$ cat src/rtl/uart_alu_ctrl.sv
// Sequencer between the UART receiver, the ALU and the UART transmitter.
// Collects A, B and opcode bytes, runs the ALU, hands the result to the transmitter.
module uart_alu_ctrl #(
  parameter int DBIT        = 8,
  parameter int OP_W        = 6,
  parameter int TIMEOUT_CYC = 100000
) (
  input  logic            clk,
  input  logic            reset,
  input  logic            rx_done_tick,
  input  logic [DBIT-1:0] rx_data,
  input  logic [DBIT-1:0] alu_result,
  input  logic            tx_done_tick,
  output logic [DBIT-1:0] alu_a,
  output logic [DBIT-1:0] alu_b,
  output logic [OP_W-1:0] alu_op,
  output logic            tx_start,
  output logic [DBIT-1:0] tx_data,
  output logic            busy,
  output logic            overrun,
  output logic            timeout
);

  localparam int TW = $clog2(TIMEOUT_CYC + 1);
  localparam logic [TW-1:0] T_LAST = TW'(TIMEOUT_CYC - 1);

  typedef enum logic [2:0] {
    GET_A,
    GET_B,
    GET_OP,
    EXEC,
    SEND,
    WAIT_TX
  } state_t;

  state_t          state, state_n;
  logic [TW-1:0]   timer, timer_n, timer_sat;
  logic [DBIT-1:0] a_n, b_n, res_n;
  logic [OP_W-1:0] op_n;
  logic            expiry;

  always_ff @(posedge clk or negedge reset) begin
    if (!reset) begin
      state   <= GET_A;
      timer   <= '0;
      alu_a   <= '0;
      alu_b   <= '0;
      alu_op  <= '0;
      tx_data <= '0;
    end else begin
      state   <= state_n;
      timer   <= timer_n;
      alu_a   <= a_n;
      alu_b   <= b_n;
      alu_op  <= op_n;
      tx_data <= res_n;
    end
  end

  // The timer never wraps; a byte landing on the expiry cycle beats the abort.
  assign timer_sat = (timer == T_LAST) ? timer : timer + 1'b1;
  assign expiry    = (timer == T_LAST) && !rx_done_tick;

  always_comb begin
    state_n  = state;
    timer_n  = timer;
    a_n      = alu_a;
    b_n      = alu_b;
    op_n     = alu_op;
    res_n    = tx_data;
    tx_start = 1'b0;
    timeout  = 1'b0;
    busy     = 1'b0;
    unique case (state)
      GET_A: begin
        if (rx_done_tick) begin
          a_n     = rx_data;
          timer_n = '0;
          state_n = GET_B;
        end
      end
      GET_B: begin
        if (rx_done_tick) begin
          b_n     = rx_data;
          timer_n = '0;
          state_n = GET_OP;
        end else if (expiry) begin
          timeout = 1'b1;
          state_n = GET_A;
        end else begin
          timer_n = timer_sat;
        end
      end
      GET_OP: begin
        if (rx_done_tick) begin
          op_n    = rx_data[OP_W-1:0];
          state_n = EXEC;
        end else if (expiry) begin
          timeout = 1'b1;
          state_n = GET_A;
        end else begin
          timer_n = timer_sat;
        end
      end
      EXEC: begin
        busy    = 1'b1;
        res_n   = alu_result;
        state_n = SEND;
      end
      SEND: begin
        busy     = 1'b1;
        tx_start = 1'b1;
        state_n  = WAIT_TX;
      end
      WAIT_TX: begin
        busy = 1'b1;
        if (tx_done_tick) state_n = GET_A;
      end
      default: state_n = GET_A;
    endcase
  end

  assign overrun = busy && rx_done_tick;

endmodule
$ cat config.mk
export PLATFORM = sky130hd
export DESIGN_NAME = uart_alu_ctrl
export DESIGN_NICKNAME = d
export VERILOG_FILES = /design/src/rtl/uart_alu_ctrl.sv
export SDC_FILE = /design/constraint.sdc
export NUM_CORES = 1
export LEC_CHECK = 0
export ABC_AREA = 0
export BUFFER_PORTS_ARGS = -buffer_cell sky130_fd_sc_hd__buf_2
export CAP_MARGIN = 30
export CORE_MARGIN = 5
export CORE_UTILIZATION = 57
export CTS_CLUSTER_DIAMETER = 40
export CTS_CLUSTER_SIZE = 25
export DETAILED_ROUTE_END_ITERATION = 16
export PLACE_DENSITY = 0.84
export SYNTH_ARGS = -nofsm -noshare
export SYNTH_HDL_FRONTEND = slang
export SYNTH_SLANG_ARGS = --single-unit
$ cat constraint.sdc
create_clock -name clk -period 5.1 [get_ports clk]
set_clock_uncertainty 0.2 [all_clocks]
set_input_delay 0.255 -clock clk [delete_from_list [all_inputs] [get_ports clk]]
set_output_delay 0.255 -clock clk [all_outputs]
set_load 0.1 [all_outputs]
==> Yosys cells after proc, flatten, opt, wreduce, memory -nomap -nowiden <==
Index checks and enable logic that the tools add are counted.
{ "classes": {"addsub": 1, "n_eq_ne": 9, "n_mux": 17, "n_reduce_logical": 12} }
{ "ops": {"columns": ["operator", "n"], "rows": [
  ["two-way mux 17 bit", 5],
  ["one-hot mux 17 bit (3 select lines)", 1],
  ["one-hot mux 3 bit (6 select lines)", 1],
  ["adder 17 x 1 -> 17 bit (second input constant)", 1],
  ["== test 17 bit (second input constant)", 1],
  ["two-way mux 3 bit", 5],
  ["AND reduction 2 bit", 4],
  ["== test 3 x 2 -> 1 bit (second input constant)", 2],
  ["== test 3 bit (second input constant)", 2],
  ["!= test 2 bit (second input constant)", 3],
  ["two-way mux 1 bit", 5],
  ["== test 3 x 1 -> 1 bit (second input constant)", 1],
  ["logical NOT 3 bit", 1],
  ["AND reduction 3 bit", 1],
  ["nonzero test 3 bit", 1],
  ["OR reduction 3 bit", 1],
  ["logical AND 1 bit", 2],
  ["OR reduction 2 bit", 1],
  ["logical NOT 1 bit", 1]
]} }
{ "word_totals": {"regBits": 50, "input_bits": 20, "wordCells": 45} }

==> Depth between registers and ports, before layout <==
Gate-level depths: netlist of run 1.
{ "logic_depth": {"ltp_word": 5, "mapped_depth": 7, "depth_no_buf": 6} }

==> Worst setup path before layout of run 1 <==
Ideal clock, no wire load.
{ "synth_timing": {"path_type": "register -> output", "start": "register timer[6]", "end": "output port timeout", "arrival_time_ns": 3.789, "setup_slack_ns": 0.856, "stages_incl_launch_ff": 3, "n_path_buf": 0, "cell_sequence": "dfrtp_1 -> or4_1 -> nor4_1"} }
{ "synth_between": {"elab_chain_len": 5} }
{ "synth_rtl": {"columns": ["item", "line_no", "source"], "rows": [
  ["from (decl)", "37", "logic [TW-1:0] timer, timer_n, timer_sat;"],
  ["from (signal assigned)", "52", "timer <= timer_n;"],
  ["== test 17 bit", "62", "assign expiry = (timer == T_LAST) && !rx_done_tick;"],
  ["logical AND 1 bit", "62", null],
  ["two-way mux 1 bit", "87, 98", null],
  ["two-way mux 1 bit", "95", "if (rx_done_tick) begin"],
  ["two-way mux 1 bit", null, null],
  ["to (decl)", "21", "output logic timeout"]
]} }
Every way passes these cells.

==> Final worst setup path of run 1 <==
{ "layout_timing": {"start": "register state[2]", "end": "register alu_b[0]"} }
{ "layout_between": {"elab_chain_len": 2} }
{ "layout_rtl": {"columns": ["item", "line_no", "source"], "rows": [
  ["from (decl)", "36", "state_t state, state_n;"],
  ["from (signal assigned)", "51", "state <= state_n;"],
  ["== test 3 x 1 -> 1 bit", "74", "unique case (state)"],
  ["AND reduction 2 bit (no source line)", null, null],
  ["to (signal assigned)", "54", "alu_b <= b_n;"],
  ["to (decl)", "15", "output logic [DBIT-1:0] alu_b,"]
]} }
Every way passes these cells.
A chain may end at the register's enable or synchronous reset.

==> flow_summary.toml, run 1 <==
[floorplan]
fp.dieH_um = 73.9
row_count = 23
dieArea_um2 = 5460
fp.dieW_um = 73.9
io_pins = 54
core_area_um2 = 3970
start_util_pct = 58.6

[synthesis]
ys_async_sr_fraction_pct = 100
yosysWarningCount = 0
postSynthAreaPerCell_um2 = 11.7
synthTopCellsByArea = "dfrtp_1 (54%), mux2_2 (15%), xor2_1 (3.4%)"
synth-seq-area-share_pct = 53.7
synth_area_um2 = 2330
synth_edf_count = 0
yosys_register_bits = 50
syn_inst = 199
synth_top_cell_by_area = "dfrtp_1"
yosysTopAreaCellShare_pct = 53.7
ys.flop_type = "dfrtp_1"
syn_nets = 220
synth_cell_types = 38

[job]
maxCapViolations = 0

[setup_path]
worst_r2r_endpoint = "alu_b[0]$_DFFE_PN0P_"
worstPathRequired_ps = 5090
reg2regPathDepth = 4
crit_path_end = "alu_b[0]$_DFFE_PN0P_"
setup.worst_path.class = "register to register"
cp.arrival_ps = 2660
crit_fanout = 14
r2r_slack_ps = 2430
startpoint = "state[2]$_DFFE_PN0P_"
crit_path_end_kind = "register"
timing.rr.start = "state[2]$_DFFE_PN0P_"
crit_path_start_kind = "register"

[clocking]
path_clk_slew_ps = 90
cts_made_buffers = 5
cts_tree = "yes"
clockBufferDepth = 2
clockRootBuffer = "clkbuf_8"
htreeDepth = 2
cts_sinks = 50
worstSkewPairLatency_ps = 300

[sta]
worstMarginPinSlew_ps = 840
tns_ps = 0
grt_setup_unrepaired = "false"
fin_crit_sh_pct = 52.4
maxSlewViolCount = 0
max_slew_margin_pct = 43.8
fin_crit_ps = 2670
setup_violations = 0
hold_viol = 0
fmax_ghz = 0.374

[final_layout]
mostFrequentLayoutCells = "buf_2 (54), dfrtp_1 (50), mux2_2 (30)"
final_common_cell = "buf_2"
diodes = 0
fillers = 257
nNetsFinal = 283
area_delta_synth_final_pct = 21.0
final_cells = 312
drive_gt1_share_pct = 37.0

[routing]
vias = 1809
ant_nets = 0
routed_wl_mm = 5.27
dr.first_iter.drc_count = 201
vias_per_cell = 5.80
wl_per_cell_um = 16.9
drc = 0
drt_first_pass_iters = 4

[global_route]
grt_pass1_wl_mm = 8.98
first_global_vias = 1824
overflow = 0
grt_max_degree = 31
antenna_found_initial = 0
track_usage_pct = 21.4

[hold_path]
hold_class = "input port to register"
whs_path_depth = 2

[placement]
dpl.hpwl_mm = 3.61
dp.cells = 296
place_congestion = 0.808
io_buffers = 53

[status]
outcome = "complete, no violations"
-- cell usage after synthesis (all sizes together) (2+ instances only) --
master	instances
a21oi	10
a31oi	2
and2	6
and3	6
and4	3
buf	5
clkbuf	3
dfrtp	50
mux2	30
nand2	8
nand2b	3
nand3	6
nand4	7
nor2	19
nor2b	2
nor3	2
nor4b	2
nor4bb	3
o21ai	9
or3b	2
xor2	9
-- metal layers --
| metal | routed length [µm] | track usage [%] | up-vias | part of all wire, % |
|---|---|---|---|---|
| li1 | - | - | 837 | - |
| met1 | 2150 | 28.1 | 896 | 41 |
| met2 | 2700 | 34.7 | 67 | 51 |
| met3 | 338 | 5.47 | 9 | 6.4 |
| met4 | 78 | 6.64 | 0 | 1.5 |
| met5 | 0 | 0 | - | 0 |
-- worst min path at each step --
stage                                       from                     end  slack, ps
after CTS                             rx_data[6]    alu_b[6]$_DFFE_PN0P_          3
after detailed placement                   reset    alu_a[0]$_DFFE_PN0P_         40
after global placement    tx_data[3]$_DFFE_PN0N_  tx_data[3]$_DFFE_PN0N_        280
after floorplan                            reset    alu_a[0]$_DFFE_PN0P_       -240
final                                 rx_data[6]    alu_b[6]$_DFFE_PN0P_          9
after global routing                  rx_data[7]    alu_a[7]$_DFFE_PN0P_         10
-- logic make-up after synthesis --
group | count (synthesis) | synth area share, %
compound gates | 26 | 7.36
xor+xnor | 9 | 3.39
fa+ha+maj | 1 | 0.537
buf+inv | 9 | 1.83
flops | 50 | 53.7
mux | 30 | 14.5
simple gates | 74 | 18.6
-- area by class of cell --
class / instances / area, µm² / share of cell area (%)
Inverter: 1 / 3.75 / 0.133
Clock buffer: 5 / 68.8 / 2.44
Multi-Input combinational cell: 140 / 1030 / 36.7
Timing Repair Buffer: 64 / 380 / 13.5
Sequential cell: 50 / 1250 / 44.4
Clock inverter: 2 / 15.0 / 0.533
Tap cell: 50 / 62.6 / 2.22
-- sequential cells by signal (all words and copies together) (netlist names) --
register and count:
tx_data 8, alu_op 6, timer 17, alu_a 8, state 3, alu_b 8
-- worst max-delay path, cell delays in order, from the launching register on --
cell	delay [ps]
dfrtp_1	520
or2b_1	330
nor2_1	660
and2_1	460
mux2_2	390
-- stage by stage --
stage,setup slack (ps),instance area [µm²],hold WS (ps),util [%]
finish,2430,2820,9.11,70.9
global route,2280,2820,10.2,70.9
CTS,2420,2820,2.85,70.9
global placement,2540,2620,282,65.9
detailed placement,2430,2640,39.9,66.5
floorplan,856,2330,-241,-
-- timing repair --
item                                   4_1_cts  5_1_grt
hold buffers                                 9        0
buffers inserted                             0        0
endpoints found under the hold margin       28        0
resized for setup                            0        0
Power of run 1 is not shown: default switching activity piles up to over one toggle a cycle in this logic, so the estimate is an artifact.
==> run 2: changes to the inputs <==
--- a/config.mk
+++ b/config.mk
@@ -9,11 +9,11 @@
 export BUFFER_PORTS_ARGS = -buffer_cell sky130_fd_sc_hd__buf_2
 export CAP_MARGIN = 30
 export CORE_MARGIN = 5
-export CORE_UTILIZATION = 57
+export CORE_UTILIZATION = 48
 export CTS_CLUSTER_DIAMETER = 40
 export CTS_CLUSTER_SIZE = 25
 export DETAILED_ROUTE_END_ITERATION = 16
-export PLACE_DENSITY = 0.84
+export PLACE_DENSITY = 0.75
 export SYNTH_ARGS = -nofsm -noshare
 export SYNTH_HDL_FRONTEND = slang
 export SYNTH_SLANG_ARGS = --single-unit
==> constraint.sdc (replaced) <==
create_clock -name clk -period 2.45 [get_ports clk]
set_clock_uncertainty 0.2 [all_clocks]
set_input_delay 0.1225 -clock clk [delete_from_list [all_inputs] [get_ports clk]]
set_output_delay 0.1225 -clock clk [all_outputs]
set_load 0.1 [all_outputs]
==> flow_summary.toml, run 2 (same netlist as run 1, synthesis figures left out) <==
[setup_path]
timing.rr.start = "state[1]$_DFFE_PN0P_"
path_buf_inv = 1
critical-path-top-delay-family = "simple AND/OR/NAND/NOR gates"
cp_slowest_cell = "or4_1"
crit_fanout = 7
setup.worst_path.class = "register to primary output"
startpoint = "timer[6]$_DFFE_PN0P_"
worstPathRequired_ps = 2130
crit_path_start_kind = "register"
cpPeakStageDelay_ps = 580
crit_path_end_kind = "primary output"
cp_cell_sequence = "or4_1, nor4_4, clkbuf_4"
cp.arrival_ps = 1930

[final_layout]
fillers = 369
seq_area_um2 = 1250
largest-register = "timer"
largest_reg_flops = 17
final_common_cell = "buf_2"
drive_gt1_share_pct = 38.4
nNetsFinal = 299
mostFrequentLayoutCells = "buf_2 (52), dfrtp_1 (50), mux2_2 (30)"
diodes = 0
area_delta_synth_final_pct = 29.6
multi_input_area_um2 = 1060

[placement]
dpl.hpwl_mm = 3.68
io_buffers = 53
place_congestion = 0.880

[sta]
setup_violations = 0
fin_crit_ps = 2250
tns_ps = 0
max_slew_margin_pct = 64.9
fmax_ghz = 0.444
hold_viol = 0
fin_crit_sh_pct = 91.8
grt_setup_unrepaired = "false"
worstMarginPinSlew_ps = 526
maxSlewViolCount = 0

[floorplan]
start_util_pct = 49.3
core_area_um2 = 4720
fp.dieW_um = 79.7
row_count = 25
io_pins = 54
fp.dieH_um = 79.7
dieArea_um2 = 6340

[global_route]
first_global_vias = 1944
antenna_found_initial = 0
overflow = 0
track_usage_pct = 18.5
busiest_layer = "met2"
use_met2_pct = 32.1
grt_pass1_wl_mm = 9.20
met1_usage_pct = 22.5
grt_max_degree = 30
met3_usage_pct = 5.19

[clocking]
clockRootBuffer = "clkbuf_8"
worstSkewPairLatency_ps = 310
cts_tree = "yes"
path_clk_slew_ps = 90
htreeDepth = 2
cts_sinks = 50
clockBufferDepth = 2
cts_made_buffers = 5

[routing]
dr.first_iter.drc_count = 66
ant_nets = 0
routed_wl_mm = 5.27
vias = 1824
vias_per_cell = 5.27
drc = 0
drt_first_pass_iters = 4
wl_per_cell_um = 15.2

[job]
maxCapViolations = 0

[status]
outcome = "complete, no violations"

[hold_path]
hold_class = "input port to asynchronous set/reset pin"
run 2: cell types whose count changed in the layout (fill, tap and decap cells not counted), sizes merged:
cell         delta
inv             +1
buf             +4
clkbuf          +2
clkinvlp        -1
dlygate4sd3    +11
run 2: metrics by stage:
stage                     area, µm²  util (%)  setup WS, ps  hold WS (ps)  cells
after CTS                      3010      63.7          47.6           127    346
after floorplan                2350         -          97.5          -373    199
after global placement         2710      57.4           362          -254    318
after detailed placement       2710      57.4           327          -251    318
final                          3020      63.9           200           114    346
after global routing           3020      63.9          87.4           141    346
run 2: cell type report:
class	count	share of cell area, %
repair buffers	80	17.2
flip-flops and latches	50	41.5
multi-input cells	140	35.1
well taps	67	2.78
clock inverters	2	0.539
clock buffers	6	2.74
inverters	1	0.124
run 2: layer usage:
layer,up-vias,routed length [µm]
met4,0,51
li1,868,-
met3,5,340
met5,-,0
met1,890,2170
met2,61,2710
run 2: final timing paths:
kind / endpoint / slack, ps / cells past startpoint
min: tx_data[1]$_DFFE_PN0N_ / 110 / 3
max in group asynchronous: alu_b[6]$_DFFE_PN0P_ / 1350 / 3
max reg2reg: timer[12]$_DFFE_PN0P_ / 320 / 5
min reg2reg: alu_a[7]$_DFFE_PN0P_ / 310 / 1
min in group clk: alu_a[7]$_DFFE_PN0P_ / 310 / 1
max: timeout / 200 / 3
run 2: timing repair:
action / CTS / global route
endpoints found under the setup margin: 0 / 1
resized for setup: 0 / 2
hold buffers: 20 / 0
hold endpoints to repair: 82 / 0
setup buffers: 0 / 0
run 2: worst register-to-register path, stage by stage (launching register included):
cell and delay (ps):
dfrtp_1 510, or3b_4 460, a21oi_4 290, nand4_2 160, or3b_1 390, nand2_1 60
Power of run 2 is left out for the same reason.
==> run 3: changes to the inputs <==
--- a/config.mk
+++ b/config.mk
@@ -8,12 +8,14 @@
 export ABC_AREA = 0
 export BUFFER_PORTS_ARGS = -buffer_cell sky130_fd_sc_hd__buf_2
 export CAP_MARGIN = 30
+export CELL_PAD_IN_SITES_DETAIL_PLACEMENT = 0
+export CELL_PAD_IN_SITES_GLOBAL_PLACEMENT = 1
 export CORE_MARGIN = 5
-export CORE_UTILIZATION = 48
+export CORE_UTILIZATION = 38
 export CTS_CLUSTER_DIAMETER = 40
 export CTS_CLUSTER_SIZE = 25
 export DETAILED_ROUTE_END_ITERATION = 16
-export PLACE_DENSITY = 0.75
+export PLACE_DENSITY = 0.76
 export SYNTH_ARGS = -nofsm -noshare
 export SYNTH_HDL_FRONTEND = slang
 export SYNTH_SLANG_ARGS = --single-unit
==> constraint.sdc (replaced) <==
create_clock -name clk -period 2.45 [get_ports clk]
set_clock_uncertainty 0.2 [all_clocks]
set_input_delay 0.49 -clock clk [delete_from_list [all_inputs] [get_ports clk]]
set_output_delay 0.49 -clock clk [all_outputs]
set_load 0.1 [all_outputs]
==> flow_summary.toml, run 3 (same netlist as run 1, synthesis figures left out) <==
[final_layout]
final_common_cell = "buf_2"
diodes = 0
nNetsFinal = 287
largest-register = "timer"
drive_gt1_share_pct = 44.9
final_area_um2 = 2990
area_delta_synth_final_pct = 28.4
largest_reg_flops = 17
mostFrequentLayoutCells = "buf_2 (49), dfrtp_1 (47), mux2_2 (30)"
final_cells = 342

[sta]
fin_crit_sh_pct = 100
tns_ps = -0.916
fin_crit_ps = 2450
setup_slack_ps = -0.916
max_slew_margin_pct = 61.7
worstMarginPinSlew_ps = 575
fmax_ghz = 0.408
hold_viol = 0
maxSlewViolCount = 0
grt_setup_unrepaired = "true"
setup_violations = 1

[setup_path]
cp.arrival_ps = 1760
timing.rr.start = "state[0]$_DFFE_PN0P_"
worst_r2r_endpoint = "timer[11]$_DFFE_PN0P_"
reg2regPathDepth = 5
r2r_slack_ps = 300
crit_path_end_kind = "primary output"
setup.worst_path.class = "register to primary output"
crit_fanout = 2
worstPathRequired_ps = 1760
crit_path_start_kind = "register"

[global_route]
first_global_vias = 1786
overflow = 0
track_usage_pct = 14.9
grt_max_degree = 31
antenna_found_initial = 0
grt_pass1_wl_mm = 8.95

[placement]
post-place-ws_ps = 214
dpl.hpwl_mm = 3.68
dp.cells = 328
postPlaceCellArea_um2 = 2800
place_congestion = 0.842
io_buffers = 53

[status]
violations = "negative setup slack"
outcome = "finished, violations left"

[floorplan]
fp.dieH_um = 88.3
row_count = 28
io_pins = 54
start_util_pct = 39.1
fp.dieW_um = 88.3
core_area_um2 = 5960
dieArea_um2 = 7790

[hold_path]
hp-start = "alu_result[4]"
whs_path_depth = 2
min_to = "tx_data[4]$_DFFE_PN0N_"
hold_class = "input port to register"

[routing]
drc = 0
ant_nets = 0
drt_first_pass_iters = 4
routed_wl_mm = 5.14
wl_per_cell_um = 15.0
vias = 1786
vias_per_cell = 5.22
dr.first_iter.drc_count = 70

[clocking]
clockBufferDepth = 2
clockRootBuffer = "clkbuf_8"
cts_tree = "yes"
path_clk_slew_ps = 90
worstSkewPairLatency_ps = 310
cts_sinks = 50
cts_made_buffers = 5
htreeDepth = 2

[job]
maxCapViolations = 0
==> run 3: changes by cell type in the layout (fill, tap and decap cells not counted), sizes merged <==
cell,change
buf,+7
inv,-1
dlygate4sd3,-19
bufinv,+1
==> run 3: metal layers <==
metal	vias up	GRT usage, %	part of all wire (%)
li1	843	-	-
met1	874	19.4	44
met3	12	3.45	5.8
met5	-	0	0
met2	57	23.4	47
met4	0	7.14	2.2
==> run 3: how the worst max path moves through the flow <==
stage          slack, ps  depth (start not counted)             startpoint                     to
2_1_floorplan       -270                          2   timer[6]$_DFFE_PN0P_                timeout
3_3_place_gp         230                          4  timer[13]$_DFFE_PN0P_                timeout
3_5_place_dp         210                          6           rx_done_tick  timer[12]$_DFFE_PN0P_
4_1_cts              -50                          3   timer[6]$_DFFE_PN0P_                timeout
5_1_grt             -120                          4  timer[14]$_DFFE_PN0P_                timeout
6_report            -0.9                          4  timer[13]$_DFFE_PN0P_                timeout
==> run 3: layout make-up <==
cell class,instances,area (µm²)
flip-flops and latches,50,1250
fillers,555,2970
well taps,75,93.8
clock inverters,2,37.5
multi-input cells,140,1090
clock buffers,6,72.6
inverters,1,3.75
repair buffers,68,440
==> run 3: critical path: stages, from the launching register on <==
cell,delay [ps]
dfrtp_1,430
nor4bb_4,300
nand3b_1,150
nor4_4,360
buf_12,220
==> run 3: timing repair <==
action,CTS,global route
endpoints found under the hold margin,20,0
pin swaps,1,1
buffers inserted,3,2
hold buffers,1,0
resized for setup,5,4
setup endpoints to repair,1,2
==> run 3: metrics by stage <==
stage / hold WS (ps) / utilization (%)
floorplan: -5.59 / -
global placement: 283 / 47.0
detailed placement: 289 / 47.0
CTS: 195 / 49.7
global route: 188 / 50.2
finish: 205 / 50.2
Power of run 3 is left out for the same reason.
